==> config.mk <==
export PLATFORM = sky130hd
export DESIGN_NAME = mem_port_arbiter
export DESIGN_NICKNAME = d
export VERILOG_FILES = /design/src/rtl/mem_port_arbiter.sv
export SDC_FILE = /design/constraint.sdc
export NUM_CORES = 1
export LEC_CHECK = 0
export CAP_MARGIN = 5
export CORE_AREA = 5 5 106 108
export CTS_CLUSTER_SIZE = 24
export DETAILED_ROUTE_END_ITERATION = 16
export DIE_AREA = 0 0 111 113
export PLACE_DENSITY = 0.71
export SLEW_MARGIN = 20
export SYNTH_ARGS = -nofsm -noshare
export SYNTH_HDL_FRONTEND = slang
export SYNTH_SLANG_ARGS = --single-unit
==> constraint.sdc <==
create_clock -name clk -period 3.19 [get_ports clk]
set_input_delay 0.319 -clock clk [delete_from_list [all_inputs] [get_ports clk]]
set_output_delay 0.319 -clock clk [all_outputs]
set_load 0.02 [all_outputs]
==> src/rtl/mem_port_arbiter.sv <==
// Round-robin arbiter for the shared data-side memory port. It tracks the fixed
// memory read latency so that each read response is steered back to its owner.
module mem_port_arbiter #(
    parameter int ADDR_W     = 18,
    parameter int DATA_W     = 32,
    parameter int RD_LATENCY = 2
) (
    input  logic                clk,
    input  logic                rst_n,
    input  logic                clk_en,

    input  logic                m0_req,
    input  logic [DATA_W/8-1:0] m0_we,
    input  logic [ADDR_W-1:0]   m0_addr,
    input  logic [DATA_W-1:0]   m0_wdata,
    output logic                m0_gnt,
    output logic                m0_rvalid,
    output logic [DATA_W-1:0]   m0_rdata,

    input  logic                m1_req,
    input  logic [DATA_W/8-1:0] m1_we,
    input  logic [ADDR_W-1:0]   m1_addr,
    input  logic [DATA_W-1:0]   m1_wdata,
    output logic                m1_gnt,
    output logic                m1_rvalid,
    output logic [DATA_W-1:0]   m1_rdata,

    output logic [ADDR_W-1:0]   mem_raddr,
    output logic [DATA_W/8-1:0] mem_wen,
    output logic [ADDR_W-1:0]   mem_waddr,
    output logic [DATA_W-1:0]   mem_wdata,
    input  logic [DATA_W-1:0]   mem_rdata
);

    typedef enum logic {
        OWN_M0 = 1'b0,
        OWN_M1 = 1'b1
    } owner_t;

    typedef struct packed {
        logic   valid;
        owner_t owner;
    } rd_slot_t;

    owner_t   last_gnt;
    rd_slot_t rd_pipe [RD_LATENCY];
    rd_slot_t rd_in;
    logic     gnt0;
    logic     gnt1;

    // On a tie, the requester that was not granted last time wins.
    always_comb begin
        gnt0 = 1'b0;
        gnt1 = 1'b0;
        if (clk_en) begin
            if (m0_req && m1_req) begin
                if (last_gnt == OWN_M0) begin
                    gnt1 = 1'b1;
                end else begin
                    gnt0 = 1'b1;
                end
            end else if (m0_req) begin
                gnt0 = 1'b1;
            end else if (m1_req) begin
                gnt1 = 1'b1;
            end
        end
    end

    assign m0_gnt = gnt0;
    assign m1_gnt = gnt1;

    always_comb begin
        mem_raddr = '0;
        mem_waddr = '0;
        mem_wdata = '0;
        mem_wen   = '0;
        if (gnt0) begin
            mem_raddr = m0_addr;
            mem_waddr = m0_addr;
            mem_wdata = m0_wdata;
            mem_wen   = m0_we;
        end else if (gnt1) begin
            mem_raddr = m1_addr;
            mem_waddr = m1_addr;
            mem_wdata = m1_wdata;
            mem_wen   = m1_we;
        end
    end

    // A write still takes a pipe slot, but it pushes valid=0.
    always_comb begin
        rd_in.valid = (gnt0 && (m0_we == '0)) || (gnt1 && (m1_we == '0));
        rd_in.owner = gnt1 ? OWN_M1 : OWN_M0;
    end

    always_ff @(posedge clk or negedge rst_n) begin
        if (!rst_n) begin
            last_gnt <= OWN_M1;
        end else if (clk_en && (gnt0 || gnt1)) begin
            last_gnt <= gnt1 ? OWN_M1 : OWN_M0;
        end
    end

    // The pipe advances only on enabled edges, so a stall delays the response.
    always_ff @(posedge clk or negedge rst_n) begin
        if (!rst_n) begin
            for (int unsigned i = 0; i < RD_LATENCY; i++) begin
                rd_pipe[i] <= '{valid: 1'b0, owner: OWN_M0};
            end
        end else if (clk_en) begin
            rd_pipe[0] <= rd_in;
            for (int unsigned i = 1; i < RD_LATENCY; i++) begin
                rd_pipe[i] <= rd_pipe[i-1];
            end
        end
    end

    assign m0_rvalid = rd_pipe[RD_LATENCY-1].valid && (rd_pipe[RD_LATENCY-1].owner == OWN_M0);
    assign m1_rvalid = rd_pipe[RD_LATENCY-1].valid && (rd_pipe[RD_LATENCY-1].owner == OWN_M1);
    assign m0_rdata  = mem_rdata;
    assign m1_rdata  = mem_rdata;

endmodule

==> impl_results.md, run 1 <==
- Most frequent cells in the layout: clkdlybuf4s50_1 (188), a22o_1 (54), dfrtp_1 (4), clkbuf_8 (3)
- Grt ovf: 0
- Achievable Freq: 370 MHz
- Crit share post-route: 0.848
- Hold_buf cts: 0
- # port buffers: 188
- Post-cts sizing count: 0
- Final Hold Viols: 0
- Met2 WL post-DR: 3410 µm
- Synth Area per Inst: 8.54 µm²
- Diode count: 0
- Yosys reg bits: 5
- Most common cell after layout, fill and taps aside: clkdlybuf4s50_1
- Area leader, netlist: buf_4
- Clock root buffer: clkbuf_8
- Post-Route WL: 6720 µm
- Gr usage total: 0.0950
- RSZ-0062 raised after global routing: no
- Die width: 111 µm
- Die area: 0.0125 mm²
- CP arrival: 2.39 ns
- # clock sinks: 5
- R2R Path Start: last_gnt
- Wl on met1: 2640 µm
- Worst Tran Pin Value: 0.380 ns
- CTS H-tree depth: 1
- Layout cell share with drive strength beyond 1: 0.0407
- Post-synth EDFFs: 0
- Setup bufs post-CTS: 0
- Remaining DRCs: 0
- CTS buffer count: 3
- Seq/Total Area, Yosys: 0.0865
- Top FF cell, synth: dfrtp_1
- Clock skew: 0.00120 ns
- Drt first pass iters: 4
- CTS tree: done
- Gate Count Post-Synth: 171
- Area occupied by multi-input gates: 589 µm²
- Netlist cell types: 19
- Mean routed wirelength per cell: 16.6 µm
- Largest cells by area after synthesis: buf_4 (43%), a22o_1 (32%), buf_6 (7.7%)
- Initial antenna violation count: 0
- Crit path kind: in -> out
- Number of synthesis warnings: 0
- Vias: 1580
- CP max FO: 56
- Asr flop ratio synth: 1.00
- Worst reg2reg path endpoint: rd_pipe[3]
- Row Count: 37
- Core area: 0.0101 mm²
- Met3 wire len: 587 µm
- Pwr Density: 245 mW/mm²
- Vias in the first global route: 1629
- Highest metal used: met4
- Worst slew margin: 0.745
- Clock Tree Buf Depth: 2
- Reg2Reg Setup Slack: 1.89 ns
- Max_cap viols: 0
- Critical path required time: 2.87 ns
- Synth Cell Area: 0.00146 mm²
- Fillers: 1036
- Final setup viols: 0
- Initial core utilization: 0.144
- Critical Path Source Type: input pin
- Area growth from synthesis to layout: 96.0%
- Max Slew Vio Count: 0
- Synthesized Nets: 316
- Leakage power: 1.07 nW
- DR vias/cell: 3.89
- CP Capture Type: output port
- Hpwl dp: 5480 µm
- RD Place Congestion: 0.854
- DR iter-0 viols: 94
- Reg2Reg Depth: 4
- Reg clk slew, reported paths: 0.04 ns
- Pre-CTS setup slack: 0.478 ns
- Run status: finished, final reports clean
- Io pins: 285
- Clk_lat worst skew: 0.22 ns
- Final net count: 416
- HP Class: in -> async
- Tmin final: 2.70 ns
- ANT nets after route: 0
- Max VDD drop: 0.279 mV
- Top cell type's share of synthesized area: 0.427
- Global-route wire length before repair: 9860 µm
- Min setup slack post-route: 0.486 ns
- Die Y: 113 µm
- Largest net degree at the start of global routing: 57
- Total Neg Setup Slack: 0 ns
- FF+latch area: 126 µm²
## per-stage QoR
stage / util / cell area, µm² / hold WS (ns) / instances / total power, mW
after floorplan: - / 1460 / 0.0234 / 171 / 0.430
after global placement: 0.278 / 2820 / 0.470 / 402 / 0.587
after detailed placement: 0.278 / 2820 / 0.468 / 402 / 0.588
after CTS: 0.282 / 2860 / 0.323 / 406 / 0.710
after global routing: 0.282 / 2860 / 0.333 / 406 / 0.738
final: 0.282 / 2860 / 0.318 / 406 / 0.702
## how the worst max path moves through the flow
stage,startpoint,end,slack (ns)
after global placement,clk_en,mem_waddr[7],0.51
after floorplan,last_gnt,mem_waddr[11],1.40
after CTS,clk_en,mem_waddr[7],0.47
after detailed placement,clk_en,mem_waddr[7],0.48
after global routing,clk_en,mem_waddr[7],0.41
final,clk_en,mem_waddr[7],0.49
## where the power goes
part	internal [mW]	leakage (nW)	total [mW]	switching, mW
Sequential	0.0728	0.0634	0.0783	0.00552
Combinational	0.295	0.983	0.508	0.214
Clock	0.0839	0.0255	0.115	0.0312
## worst max-delay path: stages
cell and delay [ns]:
clkdlybuf4s50_1 0.61, nand2_1 0.13, a21oi_4 0.15, buf_12 0.25, a22o_1 0.22, clkdlybuf4s50_1 0.65
## cell type report
cell class | count | share of cell area
clock buffer | 3 | 0.0144
clock inverter | 1 | 0.00175
inverter | 2 | 0.00262
multi-input combinational | 69 | 0.206
sequential | 5 | 0.0442
tap | 136 | 0.0595
timing repair buffer | 190 | 0.672
## synthesized netlist by cell type (all sizes together) (2+ instances only)
cell type	instances
inv	2
nor4	2
a21oi	2
a22o	54
nand2	2
dfrtp	4
buf	95
mux2	2
## logic make-up after synthesis
kind of cell    share of synthesized area
simple gates                       0.0326
flops                              0.0866
buf+inv                             0.516
compound gates                      0.350
mux                                0.0154
## flip-flops by register name (all words and copies together), names as in the netlist
| name | count |
|---|---|
| last_gnt | 1 |
| rd_pipe | 4 |
## per-layer routing
metal | track usage | up-vias
met1 | 0.112 | 723
met5 | 0 | -
li1 | - | 741
met3 | 0.0321 | 15
met4 | 0.0131 | 0
met2 | 0.172 | 101
(Power assumes the default switching activity.)
==> run 2: changes to the inputs <==
- CORE_AREA: 5 5 106 108 -> 5 5 108 110
- DIE_AREA: 0 0 111 113 -> 0 0 113 115
- PLACE_DENSITY: 0.71 -> 0.72
- clock period: 3.19 -> 2.45 ns (I/O delays scaled with it)
==> run 2 against run 1 <==
Combinational power rose by 33%. Critical path depth fell by 1. Total power rose by 32%. Sequential share of layout area fell by 0.078 points. Final cell count rose by 1.7%. Clock skew fell by 0.00060 ns. Highest routed layer unchanged. First-iteration DRC count fell by 50%. Die area rose by 3.6%. Clock-buffer cell count rose by 1. Sequential power rose by 30%. Design area rose by 1.8%. Via count rose by 2.3%.
==> impl_results.md, run 2 (synthesis gave the netlist of run 1 again) <==
- Final Cell Area: 0.00291 mm²
- Largest reg by FF count: rd_pipe
- Achievable Freq: 430 MHz
- Final net count: 419
- Pre-CTS setup slack: 0.0725 ns
- Global-route wire length before repair: 10100 µm
- Max_cap viols: 0
- Fillers: 1117
- Initial core utilization: 0.138
- Post-Route WL: 7060 µm
- RSZ-0062 raised after global routing: no
- Pwr Density: 317 mW/mm²
- Clk_lat worst skew: 0.22 ns
- Remaining DRCs: 0
- Die Y: 115 µm
- Io pins: 285
- Final setup viols: 0
- Core area: 0.0106 mm²
- Min setup slack post-route: 0.125 ns
- HP Class: in -> async
- Drt first pass iters: 4
- Initial antenna violation count: 0
- Layout cell share with drive strength beyond 1: 0.0513
- CTS H-tree depth: 1
- Grt ovf: 0
- Gr usage total: 0.0976
- Biggest regs: rd_pipe: 4 flops, last_gnt: 1 flops
- Most frequent cells in the layout: clkdlybuf4s50_1 (186), a22o_1 (54), buf_12 (4), dfrtp_1 (4), clkbuf_8 (3)
- CTS tree: done
- Largest register FFs: 4
- Worst Tran Pin Value: 0.356 ns
- Vias: 1616
- Crit share post-route: 0.949
- RD Place Congestion: 0.844
- Critical Path Source Type: register
- Mean routed wirelength per cell: 17.1 µm
- CP max FO: 35
- Total Neg Setup Slack: 0 ns
- Max VDD drop: 0.164 mV
- Pwr Total: 0.924 mW
- DR vias/cell: 3.91
- Reg clk slew, reported paths: 0.03 ns
- Critical path required time: 2.20 ns
- Vias in the first global route: 1773
- # port buffers: 188
- Run status: finished, final reports clean
- Setup bufs post-CTS: 0
- Diode count: 0
- Final Hold Viols: 0
- CTS buffer count: 3
- Clock root buffer: clkbuf_8
- Clock skew: 0.000595 ns
- Die width: 113 µm
- Leakage power: 1.11 nW
- Die area: 0.0130 mm²
- Tmin final: 2.33 ns
- Final core utilization: 0.275
- ANT nets after route: 0
- CP arrival: 2.08 ns
- Cells along the critical path: inv_1 > a21oi_4 > buf_12 > a22o_1 > clkdlybuf4s50_1
- Most common cell after layout, fill and taps aside: clkdlybuf4s50_1
- Crit path kind: reg -> out
- Cell area after placement: 0.00287 mm²
- Max Slew Vio Count: 0
- CP max-delay cell: clkdlybuf4s50_1
- CP Capture Type: output port
- Worst path max stage delay: 0.61 ns
- Largest net degree at the start of global routing: 36
- Critical path startpoint: last_gnt
- Worst slew margin: 0.761
- # clock sinks: 5
- Area growth from synthesis to layout: 99.5%
- DR iter-0 viols: 47
- Row Count: 38
- R2R Path Start: last_gnt
- Clock Tree Buf Depth: 2
- Hpwl dp: 6360 µm
## run 2: cell count changes in the layout (fill, tap and decap cells not counted), sizes merged
cell	before	now
clkbuf	3	4
clkdlybuf4s50	188	186
buf	2	6
dlymetal6s2s	0	1
clkinv	1	0
## run 2: where the power goes
group	internal [mW]	switching (mW)
logic	0.393	0.281
registers	0.0948	0.00671
clock network	0.111	0.0368
total	0.599	0.324
## run 2: worst paths after layout
kind                                  to  slack [ns]  cells after the start
min                           rd_pipe[1]        0.25                      1
max reg2reg                   rd_pipe[2]        1.15                      4
min reg2reg                   rd_pipe[2]        0.49                      1
max                        mem_wdata[12]        0.12                      5
max in group asynchronous       last_gnt        1.94                      1
min in group clk            m0_rdata[22]        0.49                      0
## run 2: critical path: cells and delay by family (launching register included)
family,cells,cell delay [ns]
buf+inv,3,0.90
compound gates,2,0.40
flops,1,0.55
## run 2: per-stage QoR
step / std cells / hold WS, ns
floorplan: 171 / -0.0506
global placement: 409 / 0.462
detailed placement: 409 / 0.483
CTS: 413 / 0.254
global route: 413 / 0.278
finish: 413 / 0.254
## run 2: metal layers
metal	global-route usage	vias up	wire, µm
met5	0	-	0
li1	-	748	-
met4	0.0313	0	149
met1	0.0946	724	2300
met2	0.192	113	3780
met3	0.0337	31	827
## run 2: area by class of cell
type,instances,area [µm²],area share
inverter,2,7.51,0.00258
clock buffer,4,45.0,0.0155
multi-input combinational,69,589,0.202
sequential,5,126,0.0434
timing repair buffer,193,1970,0.676
tap,140,175,0.0601
## run 2: what timing repair did
action,4_1_cts,5_1_grt
endpoints found under the setup margin,0,1
hold buffers,0,0
resized for setup,0,1
